`src/rtl/div_sequencer.sv`:
```
// Memory-mapped fixed-point divide sequencer: fetches a 16-bit dividend and 8-bit divisor,
// runs a 24-step restoring divide and writes the 24-bit (16.8) quotient back to memory.
module div_sequencer #(
    parameter int AW       = 8,
    parameter int IN_BASE  = 0,
    parameter int OUT_BASE = 4
) (
    input  logic          Clk,
    input  logic          Reset,
    input  logic          Start,
    output logic          Ack,
    output logic          Busy,
    output logic [AW-1:0] MemAddr,
    output logic          MemWrEn,
    output logic [7:0]    MemWrData,
    input  logic [7:0]    MemRdData
);

    localparam logic [3:0] S_IDLE   = 4'd0;
    localparam logic [3:0] S_RD_HI  = 4'd1;
    localparam logic [3:0] S_RD_LO  = 4'd2;
    localparam logic [3:0] S_RD_DIV = 4'd3;
    localparam logic [3:0] S_CAP    = 4'd4;
    localparam logic [3:0] S_DIV    = 4'd5;
    localparam logic [3:0] S_WR_HI  = 4'd6;
    localparam logic [3:0] S_WR_MID = 4'd7;
    localparam logic [3:0] S_WR_LO  = 4'd8;
    localparam logic [3:0] S_DONE   = 4'd9;

    localparam logic [AW-1:0] ADDR_IN_HI   = AW'(IN_BASE);
    localparam logic [AW-1:0] ADDR_IN_LO   = AW'(IN_BASE + 1);
    localparam logic [AW-1:0] ADDR_IN_DIV  = AW'(IN_BASE + 2);
    localparam logic [AW-1:0] ADDR_OUT_HI  = AW'(OUT_BASE);
    localparam logic [AW-1:0] ADDR_OUT_MID = AW'(OUT_BASE + 1);
    localparam logic [AW-1:0] ADDR_OUT_LO  = AW'(OUT_BASE + 2);

    logic [3:0]  state_q,    state_d;
    logic [15:0] dividend_q, dividend_d;
    logic [7:0]  divisor_q,  divisor_d;
    logic [23:0] num_q,      num_d;
    logic [7:0]  rem_q,      rem_d;
    logic [23:0] quot_q,     quot_d;
    logic [4:0]  count_q,    count_d;
    logic [8:0]  trial;

    // The partial remainder is always below the divisor, so 8 bits hold it; the
    // shifted-in trial value needs the ninth bit.
    always_comb begin
        state_d    = state_q;
        dividend_d = dividend_q;
        divisor_d  = divisor_q;
        num_d      = num_q;
        rem_d      = rem_q;
        quot_d     = quot_q;
        count_d    = count_q;
        trial      = {rem_q, num_q[count_q]};

        case (state_q)
            S_IDLE: begin
                if (Start) state_d = S_RD_HI;
            end
            S_RD_HI: state_d = S_RD_LO;
            S_RD_LO: begin
                dividend_d[15:8] = MemRdData;
                state_d          = S_RD_DIV;
            end
            S_RD_DIV: begin
                dividend_d[7:0] = MemRdData;
                state_d         = S_CAP;
            end
            S_CAP: begin
                divisor_d = MemRdData;
                num_d     = {dividend_q, 8'h00};
                rem_d     = 8'h00;
                count_d   = 5'd23;
                if (MemRdData == 8'h00) begin
                    quot_d  = 24'hFFFFFF;
                    state_d = S_WR_HI;
                end else begin
                    quot_d  = 24'h000000;
                    state_d = S_DIV;
                end
            end
            S_DIV: begin
                if (trial >= {1'b0, divisor_q}) begin
                    rem_d           = 8'(trial - {1'b0, divisor_q});
                    quot_d[count_q] = 1'b1;
                end else begin
                    rem_d           = trial[7:0];
                    quot_d[count_q] = 1'b0;
                end
                if (count_q == 5'd0) state_d = S_WR_HI;
                else                 count_d = count_q - 5'd1;
            end
            S_WR_HI:  state_d = S_WR_MID;
            S_WR_MID: state_d = S_WR_LO;
            S_WR_LO:  state_d = S_DONE;
            S_DONE: begin
                if (Start) state_d = S_RD_HI;
            end
            default: state_d = S_IDLE;
        endcase
    end

    always_ff @(posedge Clk) begin
        if (Reset) begin
            state_q    <= S_IDLE;
            dividend_q <= 16'h0000;
            divisor_q  <= 8'h00;
            num_q      <= 24'h000000;
            rem_q      <= 8'h00;
            quot_q     <= 24'h000000;
            count_q    <= 5'd0;
        end else begin
            state_q    <= state_d;
            dividend_q <= dividend_d;
            divisor_q  <= divisor_d;
            num_q      <= num_d;
            rem_q      <= rem_d;
            quot_q     <= quot_d;
            count_q    <= count_d;
        end
    end

    // Outputs decode straight from the state register; the write strobe is also
    // gated by Reset so an abort never lands a stray byte in memory.
    always_comb begin
        Ack       = (state_q == S_DONE);
        Busy      = (state_q >= S_RD_HI) && (state_q <= S_WR_LO);
        MemAddr   = '0;
        MemWrEn   = 1'b0;
        MemWrData = 8'h00;
        case (state_q)
            S_RD_HI:  MemAddr = ADDR_IN_HI;
            S_RD_LO:  MemAddr = ADDR_IN_LO;
            S_RD_DIV: MemAddr = ADDR_IN_DIV;
            S_WR_HI: begin
                MemAddr   = ADDR_OUT_HI;
                MemWrEn   = ~Reset;
                MemWrData = quot_q[23:16];
            end
            S_WR_MID: begin
                MemAddr   = ADDR_OUT_MID;
                MemWrEn   = ~Reset;
                MemWrData = quot_q[15:8];
            end
            S_WR_LO: begin
                MemAddr   = ADDR_OUT_LO;
                MemWrEn   = ~Reset;
                MemWrData = quot_q[7:0];
            end
            default: ;
        endcase
    end

endmodule

```
`config.mk`:
```
export PLATFORM = sky130hd
export DESIGN_NAME = div_sequencer
export DESIGN_NICKNAME = d
export VERILOG_FILES = /design/src/rtl/div_sequencer.sv
export SDC_FILE = /design/constraint.sdc
export NUM_CORES = 1
export LEC_CHECK = 0
export ABC_AREA = 1
export CAP_MARGIN = 20
export CORE_MARGIN = 3
export CORE_UTILIZATION = 53
export DETAILED_ROUTE_END_ITERATION = 16
export GPL_TIMING_DRIVEN = 0
export PLACE_DENSITY = 0.74
export SLEW_MARGIN = 10
export SYNTH_ARGS = -nofsm -noshare
export SYNTH_HDL_FRONTEND = slang
export SYNTH_SLANG_ARGS = --single-unit
```
`constraint.sdc`:
```
create_clock -name Clk -period 2.1 [get_ports Clk]
set_clock_uncertainty 0.05 [all_clocks]
set_input_delay 0.42 -clock Clk [delete_from_list [all_inputs] [get_ports Clk]]
set_output_delay 0.42 -clock Clk [all_outputs]
set_load 0.01 [all_outputs]
```
==> results of run 1 <==
==> layer usage <==
metal / global-route usage (%) / vias up / part of all wire, %
met5: 0 / - / 0
met4: 11.3 / 0 / 3.3
met3: 5.96 / 48 / 7.9
met2: 45.6 / 230 / 47
met1: 34.5 / 2162 / 41
li1: - / 2237 / -
==> worst paths after layout <==
check,cells past startpoint,endpoint
worst max-delay path,15,rem_q[4]
worst min-delay path,2,num_q[12]
worst max register to register,15,rem_q[4]
worst min register to register,2,num_q[12]
==> synthesized netlist by cell type, types with 2 or more instances <==
library cell	n	area (um2)
nand2_1	145	544
dfxtp_1	81	1620
o21ai_0	70	350
inv_1	67	251
nor2_1	59	221
a21oi_1	54	270
nand3_1	39	195
a31oi_1	25	156
ha_1	14	175
buf_2	12	60.1
inv_2	11	41.3
clkbuf_1	10	37.5
buf_4	7	52.6
nand3b_1	7	52.6
nor2_2	6	37.5
nand2_2	5	31.3
nor2_4	5	56.3
nor3_1	4	20.0
o21ai_1	4	20.0
nand4_1	3	18.8
xor2_1	3	26.3
buf_6	2	22.5
clkinv_1	2	7.51
==> worst max-delay path, delay by kind of cell (launching register included) <==
kind | cells | cell delay [ps]
AO/OA/AOI/OAI | 2 | 200
XOR/XNOR | 1 | 210
adder cells (fa/ha/maj) | 2 | 420
buffers and inverters | 2 | 180
flip-flops | 1 | 410
AND/OR/NAND/NOR | 8 | 730
==> timing repair <==
item / in CTS / in global routing
setup buffers: 23 / 7
pin swaps: 18 / 28
endpoints found under the setup margin: 46 / 46
cloned: 3 / 0
gates resized for setup: 89 / 65
==> through the flow <==
stage	std cells	power, uW	setup TNS, ps	cell area (um2)
6_report	823	4770	-4220	5640
5_1_grt	823	5010	-8090	5640
4_1_cts	818	4550	-1880	5450
3_5_place_dp	777	3050	-14430	4800
3_3_place_gp	777	3010	-12960	4800
2_1_floorplan	652	2720	0	4440
==> placed cells by master (no fill, tap or decap), drive strengths merged <==
| master | count |
|---|---|
| a31oi | 25 |
| or2 | 2 |
| dlygate4sd2 | 1 |
| nand2 | 151 |
| clkdlybuf4s15 | 1 |
| dfxtp | 81 |
| o21ai | 74 |
| inv | 78 |
| a21oi | 55 |
| clkdlybuf4s50 | 9 |
| bufinv | 2 |
| o21bai | 1 |
| nor3 | 6 |
| clkbuf | 26 |
| nand3 | 39 |
| a211oi | 2 |
| clkinv | 4 |
| nand3b | 7 |
| ha | 14 |
| nor2 | 70 |
| nand4 | 4 |
| xor2 | 3 |
| clkinvlp | 2 |
| buf | 57 |
| conb | 5 |
| dlymetal6s2s | 1 |
| fa | 1 |
==> area by class of cell <==
| type | count | area, um2 | share of cell area, % |
|---|---|---|---|
| Multi-Input combinational cell | 459 | 2670 | 47.4 |
| Buffer | 31 | 193 | 3.41 |
| Inverter | 80 | 328 | 5.81 |
| Timing Repair Buffer | 54 | 458 | 8.12 |
| Tap cell | 102 | 128 | 2.26 |
| Sequential cell | 81 | 1650 | 29.2 |
| Clock inverter | 6 | 90.1 | 1.60 |
| Clock buffer | 10 | 128 | 2.26 |
==> logic make-up after synthesis <==
logic type | Yosys count | share of synthesized area (%)
fa+ha+maj | 15 | 4.43
compound gates | 157 | 18.9
flops | 81 | 36.8
simple gates | 279 | 28.3
buf+inv | 112 | 10.8
other cells | 1 | 0.0851
xor+xnor | 3 | 0.597
==> power breakdown <==
group / switching, uW / internal (uW) / leakage (uW)
Sequential: 108 / 1700 / 0.000660
Clock: 618 / 675 / 0.000107
Combinational: 1050 / 616 / 0.00168
==> qor.yml, run 1 <==
final_layout:
  n_fill_cell: 613
  layout-drive-gt1-share_pct: 25.1
  n_antenna_cell: 0
  final_core_util_pct: 71.5
  nets: 742
  syn_to_final_growth_pct: 28.1
synthesis:
  synthCells: 648
  synth_flop_cell: "dfxtp_1"
  seq_area_frac_synth_pct: 36.8
  syn_avg_cell_area_um2: 6.80
  postSynth.asyncResetShare_pct: 0
  synth_edf_count: 0
  synth.ff_latch_count: 81
  yosys_warnings: 0
  synth.distinct_cells: 36
  netlist_area_um2: 4410
status:
  status: "finished with violations"
  violations: "negative setup slack"
clock_network:
  root_buffer: "clkbuf_8"
  clk_latency_ps: 370
  clock-sinks: 81
  clk_pin_slew_ps: 80
  holdBufCountCts: 0
  h-tree-depth: 3
  cts_tree: "yes"
  clock_path_buffers: 2
  cts_buffers: 9
min_path:
  hold_start: "num_q[12]"
  hold_path_class: "reg -> reg"
die:
  core_area_um2: 7890
  fp.dieArea_um2: 9440
  die-width_um: 97.2
  placementRows: 32
  pin_count: 30
  start_util_pct: 55.9
  die_h_um: 97.2
routing:
  routed_via_density: 5.68
  num_vias: 4677
  drt-pass1-iter-count: 6
  wl_per_cell_um: 16.0
  wl_um: 13200
  ant_nets: 0
  drt-initial-drc-count: 351
  drc: 0
grt:
  antenna_found_initial: 0
  grt.total_usage_pct: 27.5
  grt_max_degree: 20
  grt_first_pass_wirelength_um: 21400
  grt_pass1_vias: 4525
  grt-ovfl-total: 0
worst_setup_path:
  rrSetupSlack_ps: -200
  slowest_delay_ps: 410
  crit_top_cell: "nand2_1"
  crit_arrival_ps: 2480
  path_cells: "buf_6 -> nand2_1 -> nand3_1 -> nand2_1 -> nand2_1 -> nand2_2 -> nor2_4 -> ha_2 -> fa_2 -> inv_2 -> a21oi_2 -> xor2_1 -> nand2_2 -> nand3_1 -> a21oi_2"
  crit_path_top_delay_cell: "dfxtp_4"
  r2r-start: "count_q[0]"
  end_kind: "register"
  cp_max_fo: 4
  crit_path_start: "count_q[0]"
  start_kind: "register"
  path_class: "reg -> reg"
  required_ps: 2280
sta:
  worst_pin_slew_ps: 600
  setup_violations: 34
  finalWorstSetupSlack_ps: -198
  rsz0062_at_grt: "yes"
  finalHoldViolations: 0
  timing.hold.ws_ps: 415
  min_period_ps: 2300
  relSlewSlack_pct: 59.7
  fmax_mhz: 435
  fin_crit_sh_pct: 109
  drv_slew: 0
power_and_ir_drop:
  leakagePower_uw: 0.00244
  ir_drop_mv: 0.461
  power.density_nw_per_um2: 845
placement:
  io_buffers: 23
  dp_hpwl_um: 8550
  gp_congestion: 0.903
  preCtsSetupSlack_ps: -464
job:
  cap_violations: 0
Note: power is estimated with default switching activity, not from simulation.
==> run 2: changes to the inputs <==
--- a/config.mk
+++ b/config.mk
@@ -8,10 +8,12 @@
 export ABC_AREA = 1
 export CAP_MARGIN = 20
 export CORE_MARGIN = 3
-export CORE_UTILIZATION = 53
+export CORE_UTILIZATION = 46
+export CTS_CLUSTER_DIAMETER = 30
 export DETAILED_ROUTE_END_ITERATION = 16
+export GPL_ROUTABILITY_DRIVEN = 0
 export GPL_TIMING_DRIVEN = 0
-export PLACE_DENSITY = 0.74
+export PLACE_DENSITY = 0.65
 export SLEW_MARGIN = 10
 export SYNTH_ARGS = -nofsm -noshare
 export SYNTH_HDL_FRONTEND = slang
==> run 2 against run 1 <==
The run still ends with negative setup slack left; highest routed layer unchanged; total power down 7.4%; count of clock-buffer cells in the layout unchanged; core utilization fell by 13 points; hold slack worse by 5.0 ps; final area decreased by 3.0%; non-clock buffer count fell by 6; routed wire length decreased by 6.9%.
==> qor.yml, run 2 (same netlist as run 1, synthesis figures left out) <==
final_layout:
  layout-drive-gt1-share_pct: 22.8  # -2.3 points
  layout_common_cells: "130 x nand2_1, 72 x dfxtp_1, 70 x o21ai_0, 64 x inv_1, 51 x nor2_1"
  syn_to_final_growth_pct: 24.3
  nets: 736  # -0.81%
  mostFrequentLayoutCell: "nand2_1"
  fin_area_um2: 5480  # -3.0%
  n_antenna_cell: 0  # unchanged
sta:
  finalWorstSetupSlack_ps: -112  # +86.1 ps
  final.setup.tns_ps: -1670  # +2540 ps
  fmax_mhz: 452  # +3.9%
  relSlewSlack_pct: 58.3  # -1.4 points
  fin_crit_sh_pct: 105  # -4.1 points
  finalHoldViolations: 0  # unchanged
  min_period_ps: 2210  # -86.1 ps
  setup_violations: 29  # -15%
  rsz0062_at_grt: "yes"
  worst_pin_slew_ps: 620  # +20.2 ps
  drv_slew: 0  # unchanged
min_path:
  hold_path_class: "reg -> reg"
  hold_start: "num_q[16]"
  min_path_cells: 2  # unchanged
  holdPathEnd: "num_q[16]"
routing:
  ant_nets: 0  # unchanged
  num_vias: 4367  # -6.6%
  wl_um: 12300  # -6.9%
  drc: 0  # unchanged
  wl_per_cell_um: 14.6  # -9.1%
  drt-pass1-iter-count: 5  # -1
  drt-initial-drc-count: 222  # -37%
  routed_via_density: 5.18  # -8.8%
worst_setup_path:
  cp_max_fo: 12  # +8
  rrSetupSlack_ps: -110  # +90 ps
  r2r-end: "rem_q[6]"
  required_ps: 2260  # -20 ps
  end_kind: "register"
  reg2regPathDepth: 17  # +2
  path_class: "reg -> reg"
  r2r-start: "count_q[0]"
  crit_arrival_ps: 2370  # -110 ps
  start_kind: "register"
power_and_ir_drop:
  leakagePower_uw: 0.00239  # -2.1%
  power.density_nw_per_um2: 807  # -4.6%
  ir_drop_mv: 0.433  # -6.2%
clock_network:
  holdBufCountCts: 0  # unchanged
  clk_pin_slew_ps: 90  # about the same
  root_buffer: "clkbuf_8"
  clk_latency_ps: 360  # about the same
  cts_buffers: 9  # unchanged
  cts_tree: "yes"
  h-tree-depth: 3  # unchanged
  clock-sinks: 81  # unchanged
  clock_path_buffers: 2  # unchanged
grt:
  grt_first_pass_wirelength_um: 20500  # -4.4%
  antenna_found_initial: 0  # unchanged
  grt-ovfl-total: 0  # unchanged
  grt.total_usage_pct: 23.0  # -4.4 points
  grt_max_degree: 20  # unchanged
  grt_pass1_vias: 4242  # -6.3%
die:
  fp.dieArea_um2: 10800  # +14%
  placementRows: 35  # +9.4%
  pin_count: 30  # unchanged
  start_util_pct: 47.5  # -8.4 points
  die-width_um: 104  # +6.9%
  core_area_um2: 9280  # +18%
  die_h_um: 104  # +6.9%
job:
  cap_violations: 0  # unchanged
placement:
  io_buffers: 23  # unchanged
  dpl_cell_area_um2: 4830  # +0.70%
  dp_hpwl_um: 8710  # +1.8%
status:
  status: "finished with violations"
  violations: "negative setup slack"
-- run 2: changes by cell type in the layout (fill, tap and decap cells not counted), moves of 4 or more --
cell,previous run,this run
a31oi_4,6,1
nand2_2,22,18
nor2_2,1,5
a31oi_1,18,23
nand2_1,124,130
-- run 2: worst max path at each step --
stage,start,end,depth (start not counted)
floorplan,count_q[2],rem_q[3],15
global placement,count_q[1],rem_q[4],15
detailed placement,count_q[2],rem_q[5],15
CTS,count_q[0],rem_q[4],16
global route,count_q[0],rem_q[6],17
finish,count_q[0],rem_q[6],17
-- run 2: area by class of cell --
type | instances | area, um2
multi-input cells | 459 | 2570
clock buffers | 10 | 128
clock inverters | 5 | 57.6
plain buffers | 30 | 174
well taps | 129 | 161
fillers | 910 | 3810
inverters | 80 | 318
repair buffers | 49 | 419
flip-flops and latches | 81 | 1650
-- run 2: timing repair --
| item | 4_1_cts | 5_1_grt |
|---|---|---|
| setup buffers | 18 | 5 |
| gates cloned | 3 | 0 |
| pin swaps | 30 | 14 |
| setup endpoints to repair | 46 | 46 |
| resized for setup | 95 | 36 |
-- run 2: stage by stage --
stage	setup WS (ps)	util [%]	cells	hold slack, ps	total power, uW
6_report	-112	59.0	843	410	4420
5_1_grt	-245	59.0	843	432	4700
4_1_cts	-87.0	58.4	839	411	4340
3_5_place_dp	-459	52.1	804	398	3050
3_3_place_gp	-448	52.1	804	395	3020
2_1_floorplan	5.48	-	652	379	2720
-- run 2: worst max-delay path: stages (launching register included) --
cell and delay, ps:
dfxtp_4 390, clkinv_4 110, nand2_1 100, nand3_2 70, nand2_1 60, nand2_1 60, nand2_2 90, nor2_4 70
ha_4 150, fa_2 340, inv_1 100, nand3_1 110, nand3_1 80, nand2_1 50, nand2_1 70, nand2_2 50
nand3_1 70, a21oi_1 60
-- run 2: layer usage --
metal	up-vias	track usage (%)	share of wire, %
met4	0	6.74	1.4
li1	2231	-	-
met5	-	0	0
met3	15	3.66	4.4
met2	120	39.6	48
met1	2001	29.9	46
-- run 2: report_power, final --
group          switching, uW  leakage, uW  internal (uW)  total, uW
Clock                    581    0.0000965            546       1130
Sequential               110     0.000661           1700       1820
Combinational            933      0.00163            540       1470
==> run 3: changes to the inputs <==
--- a/config.mk
+++ b/config.mk
@@ -7,14 +7,14 @@
 export LEC_CHECK = 0
 export ABC_AREA = 1
 export CAP_MARGIN = 20
-export CORE_MARGIN = 3
 export CORE_UTILIZATION = 46
 export CTS_CLUSTER_DIAMETER = 30
 export DETAILED_ROUTE_END_ITERATION = 16
 export GPL_ROUTABILITY_DRIVEN = 0
 export GPL_TIMING_DRIVEN = 0
+export MAX_ROUTING_LAYER = met4
 export PLACE_DENSITY = 0.65
-export SLEW_MARGIN = 10
+export SLEW_MARGIN = 20
 export SYNTH_ARGS = -nofsm -noshare
 export SYNTH_HDL_FRONTEND = slang
 export SYNTH_SLANG_ARGS = --single-unit
==> run 3 against run 2 <==
Maximum frequency down 1.7%; die area decreased by 7.6%; via count increased by 3.0%; the run still ends with negative setup slack left; count of clock-buffer cells in the layout increased by 2; first-iteration DRC count decreased by 11%; final area up 3.2%; worst setup slack got worse by 39 ps; global-route usage is 4.3 points higher; combinational power up 13%; non-clock buffer count grew 7; sequential power about the same.
==> qor.yml, run 3 (same netlist as run 1, synthesis figures left out) <==
status:
  status: "finished with violations"
  violations: "negative setup slack"
worst_setup_path:
  crit_path_top_delay_cell: "dfxtp_4"
  end_kind: "register"
  required_ps: 2340  # +80 ps
  path_cells: "buf_6 -> nand2_2 -> nand3_2 -> nand2_2 -> nand2_2 -> nand2_2 -> nor2_4 -> ha_4 -> nand2_2 -> nor2_2 -> nand3_2 -> nand4_4 -> buf_8 -> nand2_2 -> nand3_2 -> a21oi_2"
  cp_max_fo: 5  # -7
  start_kind: "register"
  crit_top_cell: "nand2_2"
  path_class: "reg -> reg"
  slowest_delay_ps: 410  # +20 ps
  crit_arrival_ps: 2490  # +120 ps
final_layout:
  fin_area_um2: 5650  # +3.2%
  syn_to_final_growth_pct: 28.3
  layout_common_cells: "116 x nand2_1, 72 x dfxtp_1, 69 x o21ai_0, 62 x inv_1, 53 x nor2_1"
  layout-drive-gt1-share_pct: 27.4  # +4.6 points
  finalNonFillerCells: 851  # +0.95%
  n_antenna_cell: 0  # unchanged
  mostFrequentLayoutCell: "nand2_1"
  seq_area_um2: 1650  # -0.30%
  nets: 743  # +0.95%
  n_fill_cell: 830  # -8.8%
  multi_input_area_um2: 2670  # +3.9%
sta:
  drv_slew: 0  # unchanged
  rsz0062_at_grt: "yes"
  fmax_mhz: 444  # -1.7%
  relSlewSlack_pct: 54.0  # -4.3 points
  timing.hold.ws_ps: 411  # +1.61 ps
  worst_pin_slew_ps: 690  # +69.2 ps
  finalWorstSetupSlack_ps: -151  # -39.0 ps
  min_period_ps: 2250  # +39.0 ps
  finalHoldViolations: 0  # unchanged
  setup_violations: 32  # +10%
  fin_crit_sh_pct: 107  # +1.9 points
die:
  die-width_um: 99.9  # -3.9%
  pin_count: 30  # unchanged
  start_util_pct: 47.7  # +0.22 points
  die_h_um: 99.9  # -3.9%
  placementRows: 35  # unchanged
  fp.dieArea_um2: 9970  # -7.6%
  core_area_um2: 9240  # -0.47%
power_and_ir_drop:
  power.density_nw_per_um2: 821  # +1.7%
  ir_drop_mv: 0.421  # -2.7%
  leakagePower_uw: 0.00242  # +1.2%
placement:
  dpl_cell_area_um2: 4830  # unchanged
  dp_cells: 804  # unchanged
  io_buffers: 23  # unchanged
  dp_hpwl_um: 8890  # +2.1%
clock_network:
  clock_path_buffers: 2  # unchanged
  cts_tree: "yes"
  root_buffer: "clkbuf_8"
  cts_buffers: 9  # unchanged
  holdBufCountCts: 0  # unchanged
  clock-sinks: 81  # unchanged
  clk_pin_slew_ps: 90  # about the same
  h-tree-depth: 3  # unchanged
  clk_latency_ps: 360  # about the same
grt:
  antenna_found_initial: 0  # unchanged
  grt-ovfl-total: 0  # unchanged
  grt_max_degree: 20  # unchanged
  grt_first_pass_wirelength_um: 20700  # +0.84%
  grt_pass1_vias: 4172  # -1.7%
  grt.total_usage_pct: 27.3  # +4.3 points
routing:
  drc: 0  # unchanged
  routed_via_density: 5.29  # +2.0%
  drt-pass1-iter-count: 5  # unchanged
  drt-initial-drc-count: 198  # -11%
  num_vias: 4498  # +3.0%
  wl_per_cell_um: 15.4  # +5.5%
  ant_nets: 0  # unchanged
  wl_um: 13100  # +6.5%
min_path:
  hold_path_class: "reg -> reg"
job:
  cap_violations: 0  # unchanged
run 3: cell types whose count changed in the layout (fill, tap and decap cells not counted), sizes merged:
cell / change
buf: +2
clkbuf: +7
clkinv: -5
clkinvlp: +3
dlygate4sd2: +1
dlymetal6s2s: -1
inv: +1
run 3: layer usage:
metal  global-route usage [%]  vias to the layer above  routed length (um)
met5                        -                        -                   0
met4                     9.50                        0                 377
met3                     3.97                       25                 724
met2                     44.8                      143                6260
met1                     34.5                     2090                5730
li1                         -                     2240                   -
run 3: timing repair:
| item | CTS | global route |
|---|---|---|
| cloned | 2 | 2 |
| setup endpoints to repair | 46 | 45 |
| setup buffers | 24 | 4 |
| pin swaps | 13 | 45 |
| gates resized for setup | 72 | 93 |
run 3: per-stage QoR:
step	setup slack, ps	power [uW]	util [%]	setup TNS (ps)
after floorplan	5.48	2720	-	0
after global placement	-417	3030	52.3	-13490
after detailed placement	-427	3050	52.3	-13500
after CTS	-143	4430	58.1	-2010
after global routing	-294	4910	61.2	-7690
final	-151	4640	61.2	-3730
run 3: layout make-up:
class                      instances  area share, %
tap                              129           2.86
clock inverter                     4          0.907
buffer                            31           3.34
sequential                        81           29.1
timing repair buffer              55           8.50
multi-input combinational        459           47.2
inverter                          80           5.56
clock buffer                      12           2.57
run 3: path summary, 6_finish.rpt:
path | from | slack, ps | cells past startpoint | endpoint
max | count_q[0] | -150 | 16 | rem_q[3]
min | num_q[12] | 410 | 2 | num_q[12]
max reg2reg | count_q[0] | -150 | 16 | rem_q[3]
min reg2reg | num_q[12] | 410 | 2 | num_q[12]
run 3: power by group:
group	switching (uW)	leakage, uW	internal, uW
Sequential	104	0.000661	1710
Clock	587	0.0000932	584
Combinational	1020	0.00167	638
Total	1710	0.00242	2930
run 3: worst max-delay path, delay by kind of cell, from the launching register on:
family	cells	cell delay, ps
and+or+nand+nor	12	1010
DFF	1	410
buffers and inverters	2	340
adders and majority gates	1	240
AOI/OAI and AO/OA	1	130
